==> config.mk <==
export PLATFORM = sky130hd
export DESIGN_NAME = db_event_arbiter
export DESIGN_NICKNAME = d
export VERILOG_FILES = /design/src/rtl/db_event_arbiter.sv
export SDC_FILE = /design/constraint.sdc
export NUM_CORES = 1
export LEC_CHECK = 0
export ABC_AREA = 1
export CAP_MARGIN = 5
export CORE_MARGIN = 8
export CORE_UTILIZATION = 47
export DETAILED_ROUTE_END_ITERATION = 8
export PLACE_DENSITY = 0.68
export REMOVE_ABC_BUFFERS = 1
export SYNTH_ARGS = -nofsm -noshare
export SYNTH_HDL_FRONTEND = slang
export SYNTH_SLANG_ARGS = --single-unit
export TNS_END_PERCENT = 20
==> constraint.sdc <==
create_clock -name clk -period 1.8 [get_ports clk]
set_clock_uncertainty 0.1 [all_clocks]
set_input_delay 0.54 -clock clk [delete_from_list [all_inputs] [get_ports clk]]
set_output_delay 0.54 -clock clk [all_outputs]
set_load 0.03 [all_outputs]
==> src/rtl/db_event_arbiter.sv <==
`default_nettype none
// ============================================================================
// Module   : db_event_arbiter
// Brief    : Turns debounced button levels into short/long press events and
//            arbitrates them round-robin onto one valid/ready stream.
//            Optional macro DB_AUTO_REPEAT_EN adds held-button auto-repeat.
// Revision : 1.0 - initial release
// ============================================================================
module db_event_arbiter #(
    parameter int N_BTN         = 4,
    parameter int LONG_LIMIT    = 1000,
    parameter int REPEAT_PERIOD = 250,
    localparam int ID_W         = (N_BTN > 1) ? $clog2(N_BTN) : 1
) (
    input  logic             clk,
    input  logic             rst_n,
    input  logic [N_BTN-1:0] btn_in,
    output logic             evt_valid,
    input  logic             evt_ready,
    output logic [ID_W-1:0]  evt_id,
    output logic             evt_long,
    input  logic             ovf_clr,
    output logic             evt_overflow
);

    localparam int            CW         = $clog2(LONG_LIMIT + 1);
    localparam logic [CW-1:0] c_limit    = CW'(LONG_LIMIT);
    localparam logic [CW-1:0] c_limit_m1 = CW'(LONG_LIMIT - 1);
`ifdef DB_AUTO_REPEAT_EN
    localparam int            RW         = (REPEAT_PERIOD > 1) ? $clog2(REPEAT_PERIOD + 1) : 1;
    localparam logic [RW-1:0] c_rep_m1   = RW'(REPEAT_PERIOD - 1);
`endif

    if (N_BTN < 1 || N_BTN > 16 || LONG_LIMIT < 2 || REPEAT_PERIOD < 1) begin : g_param_check
        $error("db_event_arbiter: parameter out of range");
    end

    logic [N_BTN-1:0] r_prev;
    logic [N_BTN-1:0] r_pend;
    logic [N_BTN-1:0] r_pend_long;
    logic [ID_W-1:0]  r_last_grant;
    logic [N_BTN-1:0] w_gen;
    logic [N_BTN-1:0] w_gen_long;
    logic [N_BTN-1:0] w_grant_mask;
    logic [ID_W-1:0]  w_grant_idx;
    logic [ID_W-1:0]  w_cand;
    logic             w_grant_vld;
    logic             w_free;
    logic             w_grant;
    logic             w_ovf_hit;

    for (genvar b = 0; b < N_BTN; b++) begin : g_btn
        logic [CW-1:0] r_cnt;
        logic          w_held;
        logic          w_fall;
        logic          w_long;
        logic          w_short;

        assign w_held  = btn_in[b] & r_prev[b];
        assign w_fall  = ~btn_in[b] & r_prev[b];
        assign w_long  = w_held & (r_cnt == c_limit_m1);
        assign w_short = w_fall & (r_cnt < c_limit);

        always_ff @(posedge clk or negedge rst_n) begin
            if (!rst_n) begin
                r_cnt <= '0;
            end else if (btn_in[b] & ~r_prev[b]) begin
                r_cnt <= CW'(1);
            end else if (w_held && (r_cnt != c_limit)) begin
                r_cnt <= r_cnt + 1'b1;
            end else if (w_fall) begin
                r_cnt <= '0;
            end
        end

`ifdef DB_AUTO_REPEAT_EN
        logic [RW-1:0] r_rep;
        logic          w_rep;

        assign w_rep = w_held & (r_cnt == c_limit) & (r_rep == c_rep_m1);

        // Repeat phase restarts at every long/repeat event and whenever the button is not held.
        always_ff @(posedge clk or negedge rst_n) begin
            if (!rst_n) begin
                r_rep <= '0;
            end else if (w_long || w_rep || !w_held) begin
                r_rep <= '0;
            end else if (r_cnt == c_limit) begin
                r_rep <= r_rep + 1'b1;
            end
        end

        assign w_gen[b]      = w_long | w_rep | w_short;
        assign w_gen_long[b] = w_long | w_rep;
`else
        assign w_gen[b]      = w_long | w_short;
        assign w_gen_long[b] = w_long;
`endif
    end

    // Descending scan so the last hit is the lowest offset after last_grant.
    always_comb begin
        w_grant_vld = 1'b0;
        w_grant_idx = '0;
        w_cand      = '0;
        for (int i = N_BTN; i >= 1; i--) begin
            w_cand = ID_W'((int'(r_last_grant) + i) % N_BTN);
            if (r_pend[w_cand]) begin
                w_grant_vld = 1'b1;
                w_grant_idx = w_cand;
            end
        end
    end

    assign w_free  = ~evt_valid | evt_ready;
    assign w_grant = w_free & w_grant_vld;

    always_comb begin
        w_grant_mask = '0;
        if (w_grant) begin
            w_grant_mask[w_grant_idx] = 1'b1;
        end
    end

    assign w_ovf_hit = |(w_gen & r_pend & ~w_grant_mask);

    always_ff @(posedge clk or negedge rst_n) begin
        if (!rst_n) begin
            r_prev       <= '0;
            r_pend       <= '0;
            r_pend_long  <= '0;
            r_last_grant <= ID_W'(N_BTN - 1);
            evt_valid    <= 1'b0;
            evt_id       <= '0;
            evt_long     <= 1'b0;
            evt_overflow <= 1'b0;
        end else begin
            r_prev <= btn_in;
            for (int b = 0; b < N_BTN; b++) begin
                if (w_gen[b]) begin
                    r_pend[b]      <= 1'b1;
                    r_pend_long[b] <= w_gen_long[b];
                end else if (w_grant_mask[b]) begin
                    r_pend[b]      <= 1'b0;
                end
            end
            if (w_ovf_hit) begin
                evt_overflow <= 1'b1;
            end else if (ovf_clr) begin
                evt_overflow <= 1'b0;
            end
            if (w_free) begin
                if (w_grant_vld) begin
                    evt_valid    <= 1'b1;
                    evt_id       <= w_grant_idx;
                    evt_long     <= r_pend_long[w_grant_idx];
                    r_last_grant <= w_grant_idx;
                end else begin
                    evt_valid    <= 1'b0;
                end
            end
        end
    end

endmodule
`default_nettype wire
# [Word-level counts from Yosys, hierarchy flattened]
# Cells that the tools add are included.
[classes] eq_ne=8 bitwise_logic=38 n_addsub=8 n_mux=44 reduce_logical=16 n_lt_le_gt_ge=10
[op_table] operator="$mux 10" n=12
[op_table] operator="$add 10x1->10 const B" n=4
[op_table] operator="$eq 10x10->1 const B" n=4
[op_table] operator="$lt 10x10->1 const B" n=4
[op_table] operator="$ne 10x10->1 const B" n=4
[op_table] operator="$and 1x1->1" n=21
[op_table] operator="$mux 1" n=21
[op_table] operator="$lt 2x3->1 const B" n=5
[op_table] operator="$reduce_bool 3->1" n=4
[op_table] operator="$bmux 1 s2" n=5
[op_table] operator="$reduce_bool 2->1" n=5
[op_table] operator="$not 1->1" n=9
[op_table] operator="$and 4x4->4" n=2
[op_table] operator="$mux 2" n=4
[op_table] operator="$logic_and 1x1->1" n=5
[op_table] operator="$or 1x1->1" n=5
[op_table] operator="$add 2x1->2 const B" n=2
[op_table] operator="$add 2x2->2 const B" n=2
[op_table] operator="$mux 4" n=1
[op_table] operator="$not 4->4" n=1
[op_table] operator="$reduce_or 4->1" n=1
[op_table] operator="$demux 1 s2" n=1
[op_table] operator="$ge 2x1->1 const B" n=1
[op_table] operator="$reduce_and 2->1" n=1
[word_totals] reg_bits=59 word_cells=142 out_inout_bits=5 inputBits=8

# [Longest topological paths before layout]
# Gate-level depths: netlist (run 1).
[depth] ltp_word=16 ltp_mapped=15 mapped_depth_nobuf=14

# [Least setup slack after synthesis (run 1)]
# OpenSTA, ideal clock, no wires.
[synth_timing] path_kind="register -> register" start="register r_last_grant[0]" end="register evt_overflow" synth_period_minus_slack_ns=1.725 t_required_ns=1.581 setup_ns=0.119 stages_incl_launch_ff=14 path_slack_ns=0.075 path_buffers=1 t_arrival_ns=1.506 path_cell_list="dfstp_2 > buf_6 > inv_8 > nand2_2 > nand2_1 > and2_4 > nor2_4 > nand3_2 > nand2_4 > nand2_2 > nand2_1 > nand2_1 > nor2_1 > nand2_1"
[synth_via] elab_chain_cells=16 elab_cells_between_ends=32 cone_classes="4 x add/sub; 2 x order compare; 20 x mux; 3 x bitwise; 3 x reduce/logical"
[synth_lines] item="from (decl)" line_no="41" source="logic [ID_W-1:0] r_last_grant;"
[synth_lines] item="from (signal assigned)" line_no="132" source="r_last_grant <= ID_W'(N_BTN - 1);"
[synth_lines] item="from (signal assigned)" line_no="157" source="r_last_grant <= w_grant_idx;"
[synth_lines] item="$add 2x1->2" line_no="107" source="w_cand = ID_W'((int'(r_last_grant) + i) % N_BTN);"
[synth_lines] item="$bmux 1 s2" line_no="108" source="if (r_pend[w_cand]) begin"
[synth_lines] item="$mux 1 (not written as such)" line_no="108"
[synth_lines] item="$mux 2 (4 in a row)" line_no="108"
[synth_lines] item="$lt 2x3->1 (not written as such) / $ge 2x1->1 (equally long branches)" line_no="121" source="w_grant_mask[w_grant_idx] = 1'b1;"
[synth_lines] item="$logic_and 1x1->1 (not written as such)" line_no="121"
[synth_lines] item="$mux 1 (not written as such)" line_no="121"
[synth_lines] item="$demux 1 s2" line_no="121"
[synth_lines] item="$mux 4 (*)" line_no="120" source="if (w_grant) begin"
[synth_lines] item="$not 4->4 (*)" line_no="125" source="assign w_ovf_hit = |(w_gen & r_pend & ~w_grant_mask);"
[synth_lines] item="$and 4x4->4 (*)" line_no="125"
[synth_lines] item="$reduce_or 4->1 (*)" line_no="125"
[synth_lines] item="$mux 1 / $reduce_bool 2->1 (equally long branches)"
[synth_lines] item="to (signal assigned)" line_no="136" source="evt_overflow <= 1'b0;"
[synth_lines] item="to (signal assigned)" line_no="148" source="evt_overflow <= 1'b1;"
[synth_lines] item="to (signal assigned)" line_no="150" source="evt_overflow <= 1'b0;"
[synth_lines] item="to (decl)" line_no="23" source="output logic evt_overflow"
# Mark *: on every way between the ends. The rest lies on a longest branch, timed or not. The select of a mux whose other input is x is not followed.
# A chain may end at the register's enable or synchronous reset.

# [Final worst setup path (run 1)]
# Ends and elaborated chain as after synthesis.

==> out/metrics.yaml, run 1 <==
n_fill_cell: 690
synth.top_cells.by_area: "sky130_fd_sc_hd__dfrtp_1 40%, sky130_fd_sc_hd__nand2_1 12%, sky130_fd_sc_hd__ha_1 7.0%"
numPlacedInstances: 597
post_synth.cell_area_avg_sq_um: 7.89
vias_per_cell: 5.00
drt-met1-wl_um: 3410
synth_top_cell_area_share_pct: 39.8
core_ar_sq_um: 7570
detailroute.via_count: 3095
totalPowerFinal_w: 0.00478
setup_viol: 4
wl_met2_um: 3630
met3_wirelength_um: 225
power.density_nw_per_um2: 1100
clk_root_buffer_cell: "sky130_fd_sc_hd__clkbuf_8"
globalRoute.totalOverflow: 0
ys.warnings.count: 0
num-nets-final: 540
setup_slack_ps: -109
worst_path_largest_cell_delay_ps: 670
cpMaxStageDelayCell: "sky130_fd_sc_hd__dfstp_2"
r2r_setup_slack_ps: -110
fmax_mhz: 524
wl_um: 7380
seq_area_frac_synth_pct: 41.3
total_count_of_max_transition_violations_in_the_final_report: 0
mapped_cells: 454
final_antenna_net_count: 0
area.growth.synth_to_final_pct: 21.5
failed_checks: "negative setup slack"
crit_required_ps: 1970
drc: 0
final_common_cell: "sky130_fd_sc_hd__nand2_1"
place.port_buffers: 12
vias_in_the_first_global_route: 3122
slew_headroom_pct: 76.9
place.gp.congestion: 0.837
hold_violations: 0
rr_startpoint: "r_last_grant[0]"
ys_seq_elements: 59
pre_cts_slack_ps: -365
cts_max_level: 3
rr_endpoint: "evt_overflow"
sw_ratio_pct: 40.0
synth.cell_area_sq_um: 3580
async_reset_ff_share_pct: 100
final-instance-count-excl-fill: 619
rows: 32
fp.dieW_um: 103
cts_num_sinks: 59
clkSlewWorstSetupHoldPaths_ps: 70
final_cell_mix: "101 x sky130_fd_sc_hd__nand2_1, 66 x sky130_fd_sc_hd__inv_1, 57 x sky130_fd_sc_hd__dfrtp_1"
irDropWorstVdd_v: 0.000570
dpl.hpwl_um: 5460
cts-root-to-sink-buffers: 2
status: "finished, violations left"
drive_gt1_share_pct: 20.5
sequentialPowerShare_pct: 34.7
crit_chain: "inv_8 -> nand2_4 -> nand2_4 -> nor2_1 -> nand2_4 -> o21ai_4 -> inv_4 -> buf_4 -> nand3_1 -> nand2_1 -> nand2_1 -> inv_1 -> nand2_1"
combPwrFrac_pct: 44.8
tmin_final_ps: 1910
initial_core_util_pct: 47.3
critPathMaxFanout: 8
synth_top_flop_cell: "sky130_fd_sc_hd__dfrtp_1"
drt_pass1_iterations: 4
yosysTopAreaCell: "sky130_fd_sc_hd__dfrtp_1"
grt_max_degree: 60
synth-edff-count: 0
dieArea_sq_um: 10700
net-switching-power_w: 0.00191
hold_path_class: "primary input to async pin"
chipHeight_um: 103
grt_antenna_before_repair: 0
p_leak_nw: 2.12
crit_path_start_kind: "flop"
antenna_cells: 0
cp_data_arrival_time_ps: 2080
grt_setup_unrepaired: "yes"
share_clk_of_total_power_pct: 20.6
critical_path_class: "flop to flop"
first_pass_grt_wire_length_um: 13400
insertion_delay_ps: 330
yosysUniqueCellTypes: 35
grt_usage_pct: 16.0
io_pins: 13
detail_route.iter0.violations: 137
wire_per_inst_um: 11.9
cp-end-kind: "flop"
top_layer_used: "met4"
tritoncts.num_buffers: 9
cts_tree: "built"
layout_worst_path_cycle_share_pct: 106
tightest_slew_ps: 343
intPower_w: 0.00287
depth_of_the_most_critical_reg_to_reg_path: 13
maxCapViolCount: 0
-- Yosys cell counts, types with 2 or more instances --
cell and instances:
sky130_fd_sc_hd__nor3_2 3, sky130_fd_sc_hd__a21oi_1 8, sky130_fd_sc_hd__nand2_4 2, sky130_fd_sc_hd__dfstp_2 2, sky130_fd_sc_hd__a31oi_1 2, sky130_fd_sc_hd__dfrtp_1 57
sky130_fd_sc_hd__nand3_1 37, sky130_fd_sc_hd__buf_6 2, sky130_fd_sc_hd__inv_1 66, sky130_fd_sc_hd__o22ai_1 15, sky130_fd_sc_hd__o31ai_1 3, sky130_fd_sc_hd__o21ai_2 3
sky130_fd_sc_hd__nor3_1 3, sky130_fd_sc_hd__xnor2_1 4, sky130_fd_sc_hd__xor2_1 15, sky130_fd_sc_hd__buf_2 2, sky130_fd_sc_hd__nor4_1 4, sky130_fd_sc_hd__nand2_1 110
sky130_fd_sc_hd__o211ai_1 6, sky130_fd_sc_hd__o21ai_0 25, sky130_fd_sc_hd__nand2_2 12, sky130_fd_sc_hd__inv_2 9, sky130_fd_sc_hd__nor2_1 26, sky130_fd_sc_hd__nand4_1 7
sky130_fd_sc_hd__o21ai_1 2, sky130_fd_sc_hd__ha_1 20
-- state kept, by name, summed over array words and instances (netlist names) --
name,count
r_last_grant,2
evt_overflow,1
evt_valid,1
g_btn.r_cnt,40
evt_long,1
r_pend_long,4
evt_id,2
r_pend,4
r_prev,4
-- layer usage --
layer / vias up / GRT usage [%]
li1: 1587 / -
met1: 1452 / 19.5
met2: 46 / 26.7
met3: 10 / 2.95
met4: 0 / 7.68
met5: - / 0
-- stage by stage --
stage | hold WS [ps] | setup TNS [ps] | util (%) | cell area [sq um]
floorplan | 144 | 0 | - | 3550
global placement | 353 | -8570 | 53.6 | 4050
detailed placement | 367 | -10130 | 53.6 | 4050
CTS | 106 | -159 | 55.6 | 4210
global route | 120 | -1160 | 57.5 | 4350
finish | 99.4 | -285 | 57.5 | 4350
-- cells by family (layout without fill, tap and decap cells) --
family	count (synthesis)	after routing	share of synthesized area [%]
AOI/OAI and AO/OA	67	67	11.5
and+or+nand+nor	209	209	26.5
xor gates and xnor gates	19	19	4.65
DFF	59	59	41.3
buffers and inverters	80	143	9.08
adders and majority gates	20	20	6.99
-- power by group through the flow --
stage                     sequential, W  combinational [W]  clock, W
after CTS                       0.00164            0.00187   0.00102
after floorplan                 0.00172            0.00126         0
after global routing            0.00168            0.00243   0.00109
after global placement          0.00166            0.00185         0
final                           0.00166            0.00214  0.000983
after detailed placement        0.00167            0.00188         0
-- critical path, delay by kind of cell (launching register included) --
family / cells / cell delay, ps
AO/OA/AOI/OAI: 1 / 100
buffers and inverters: 4 / 340
flip-flops: 1 / 670
AND/OR/NAND/NOR: 8 / 650
-- repair_timing --
item | in CTS | in global routing
pin swaps | 1 | 8
endpoints found under the hold margin | 0 | 0
setup endpoints to repair | 10 | 20
resized for setup | 7 | 28
hold buffers | 0 | 0
buffers inserted | 0 | 6
-- worst max path at each step --
stage | startpoint | to | slack (ps)
2_1_floorplan | r_last_grant[0] | evt_overflow | 70
3_3_place_gp | btn_in[1] | g_btn[1].r_cnt[5] | -320
3_5_place_dp | btn_in[1] | g_btn[1].r_cnt[5] | -360
4_1_cts | r_last_grant[0] | evt_overflow | -80
5_1_grt | r_last_grant[0] | evt_long | -250
6_report | r_last_grant[0] | evt_overflow | -110
-- area by class of cell --
class | instances | area, sq um | share of cell area, %
multi-input cells | 315 | 1880 | 43.2
well taps | 102 | 128 | 2.93
inverters | 76 | 295 | 6.78
flip-flops and latches | 59 | 1480 | 34.0
clock inverters | 3 | 15.0 | 0.345
clock buffers | 13 | 139 | 3.19
repair buffers | 51 | 415 | 9.54
Power figures use the tool's default switching activity.
==> run 2, diff against run 1 <==
Settings changed: PLACE_DENSITY 0.68 to 0.66.
==> out/metrics.yaml, run 2 (synthesis gave the netlist of run 1 again) <==
vias_in_the_first_global_route: 3049  # -2.3%
layout_worst_path_cycle_share_pct: 109  # +3.1 points
total_count_of_max_transition_violations_in_the_final_report: 0  # unchanged
cts-root-to-sink-buffers: 2  # unchanged
fp.dieW_um: 103  # unchanged
status: "finished, violations left"
insertion_delay_ps: 330  # about the same
grt_antenna_before_repair: 0  # unchanged
number_of_flip_flops_in_the_largest_register: 40  # unchanged
irDropWorstVdd_v: 0.000509  # -11%
io_pins: 13  # unchanged
first_pass_grt_wire_length_um: 12900  # -4.3%
totalPowerFinal_w: 0.00524  # +9.6%
crit_required_ps: 1920  # -50 ps
net-switching-power_w: 0.00209  # +9.1%
p_leak_nw: 2.15  # +1.6%
final_common_cell: "sky130_fd_sc_hd__nand2_1"
combPwrFrac_pct: 46.1  # +1.3 points
clkSlewWorstSetupHoldPaths_ps: 70  # about the same
dpl.hpwl_um: 5470  # +0.15%
dieArea_sq_um: 10700  # unchanged
intPower_w: 0.00315  # +10%
hold_violations: 0  # unchanged
register_ranked_first_by_flip_flop_count: "g_btn.r_cnt"
critical_path_class: "flop to flop"
drc: 0  # unchanged
detail_route.iter0.violations: 98  # -28%
detailroute.via_count: 3105  # +0.32%
initial_core_util_pct: 47.3  # unchanged
cp_data_arrival_time_ps: 2090  # about the same
grt_max_degree: 60  # unchanged
setup_viol: 8  # +4
chipHeight_um: 103  # unchanged
drive_gt1_share_pct: 21.9  # +1.4 points
cts_tree: "built"
num-nets-final: 540  # unchanged
final_antenna_net_count: 0  # unchanged
pre_cts_slack_ps: -368  # -2.83 ps
vias_per_cell: 5.02  # +0.32%
wl_um: 7400  # +0.22%
tmin_final_ps: 1970  # +56.5 ps
cts_num_sinks: 59  # unchanged
clk_root_buffer_cell: "sky130_fd_sc_hd__clkbuf_8"
rows: 32  # unchanged
failed_checks: "negative setup slack"
hold_path_class: "primary input to async pin"
grt_usage_pct: 15.1  # -0.87 points
area.growth.synth_to_final_pct: 23.9
antenna_cells: 0  # unchanged
core_ar_sq_um: 7570  # unchanged
maxCapViolCount: 0  # unchanged
fmax_mhz: 509  # -2.9%
grt_setup_unrepaired: "yes"
slew_headroom_pct: 78.8  # +1.9 points
place.port_buffers: 12  # unchanged
globalRoute.totalOverflow: 0  # unchanged
cp-end-kind: "flop"
place.gp.congestion: 0.895  # +6.9%
drt_pass1_iterations: 4  # unchanged
crit_path_start_kind: "flop"
tightest_slew_ps: 317  # -26.0 ps
tritoncts.num_buffers: 9  # unchanged
wire_per_inst_um: 12.0  # +0.22%
cts_max_level: 3  # unchanged
sequentialPowerShare_pct: 31.7  # -3.0 points
share_clk_of_total_power_pct: 22.2  # +1.6 points
sw_ratio_pct: 39.8  # -0.19 points
final_cell_mix: "98 x sky130_fd_sc_hd__nand2_1, 64 x sky130_fd_sc_hd__inv_1, 56 x sky130_fd_sc_hd__dfrtp_1"
critPathMaxFanout: 8  # unchanged
power.density_nw_per_um2: 1180  # +7.5%
cts-hold-fix-buffers: 0  # unchanged
setup_slack_ps: -165  # -56.5 ps
[run 2: power by group through the flow]
stage	Sequential, W	Clock, W	Combinational, W
after floorplan	0.00172	0	0.00126
after global routing	0.00168	0.00126	0.00265
after detailed placement	0.00166	0	0.00193
final	0.00166	0.00116	0.00241
after CTS	0.00164	0.00120	0.00191
after global placement	0.00166	0	0.00188
[run 2: final timing paths]
check / endpoint / depth (start not counted) / from / slack [ps]
setup / recovery: evt_overflow / 13 / r_last_grant[0] / -170
hold / removal: r_prev[2] / 2 / rst_n / 100
setup reg to reg: evt_overflow / 13 / r_last_grant[0] / -170
hold reg to reg: r_pend_long[1] / 2 / r_pend_long[1] / 370
max in group asynchronous: r_last_grant[1] / 2 / rst_n / 1190
min in group clk: r_prev[1] / 1 / btn_in[1] / 310
[run 2: worst max-delay path: stages, from the launching register on]
cell	delay (ps)
sky130_fd_sc_hd__dfstp_2	690
sky130_fd_sc_hd__nand2_1	140
sky130_fd_sc_hd__nand2_4	120
sky130_fd_sc_hd__nand2_4	60
sky130_fd_sc_hd__nand2_1	70
sky130_fd_sc_hd__inv_2	40
sky130_fd_sc_hd__nand2_4	70
sky130_fd_sc_hd__nand2_2	60
sky130_fd_sc_hd__a21oi_2	180
sky130_fd_sc_hd__nand2_2	70
sky130_fd_sc_hd__nand2_1	60
sky130_fd_sc_hd__nand2_1	40
sky130_fd_sc_hd__nor2_1	90
sky130_fd_sc_hd__nand2_1	50
[run 2: repair_timing]
action / in CTS / in global routing
hold endpoints to repair: 0 / 0
endpoints found under the setup margin: 10 / 25
setup buffers: 0 / 6
pin swaps: 1 / 12
resized for setup: 7 / 39
[run 2: metal layers]
metal,vias up,routed length (um),track usage (%),part of all wire [%]
li1,1587,-,-,-
met1,1470,3480,18.5,47
met2,37,3650,25.5,49
met3,11,180,3.55,2.4
met4,0,82,5.23,1.1
met5,-,0,0,0
[run 2: layout make-up]
cell class,instances,area (sq um)
Fill cell,684,3130
Multi-Input combinational cell,315,1930
Sequential cell,59,1480
Timing Repair Buffer,51,419
Inverter,76,295
Clock buffer,13,149
Tap cell,102,128
Clock inverter,3,40.0
[run 2: per-stage QoR]
stage                     instances  instance area [sq um]  util [%]  hold slack (ps)  TNS (ps)
after detailed placement        597                   4050      53.6              360    -10530
after global routing            619                   4440      58.6              122     -1570
after global placement          597                   4050      53.6              355     -8720
after floorplan                 450                   3550         -              144         0
after CTS                       613                   4240      56.0              114      -195
final                           619                   4440      58.6              103      -448
==> run 3, diff against run 2 <==
Settings changed: ABC_CLOCK_PERIOD_IN_PS set to 1800.
==> results of run 3 <==
Same layout as run 2: the final DEF is identical, and so are final timing and power.
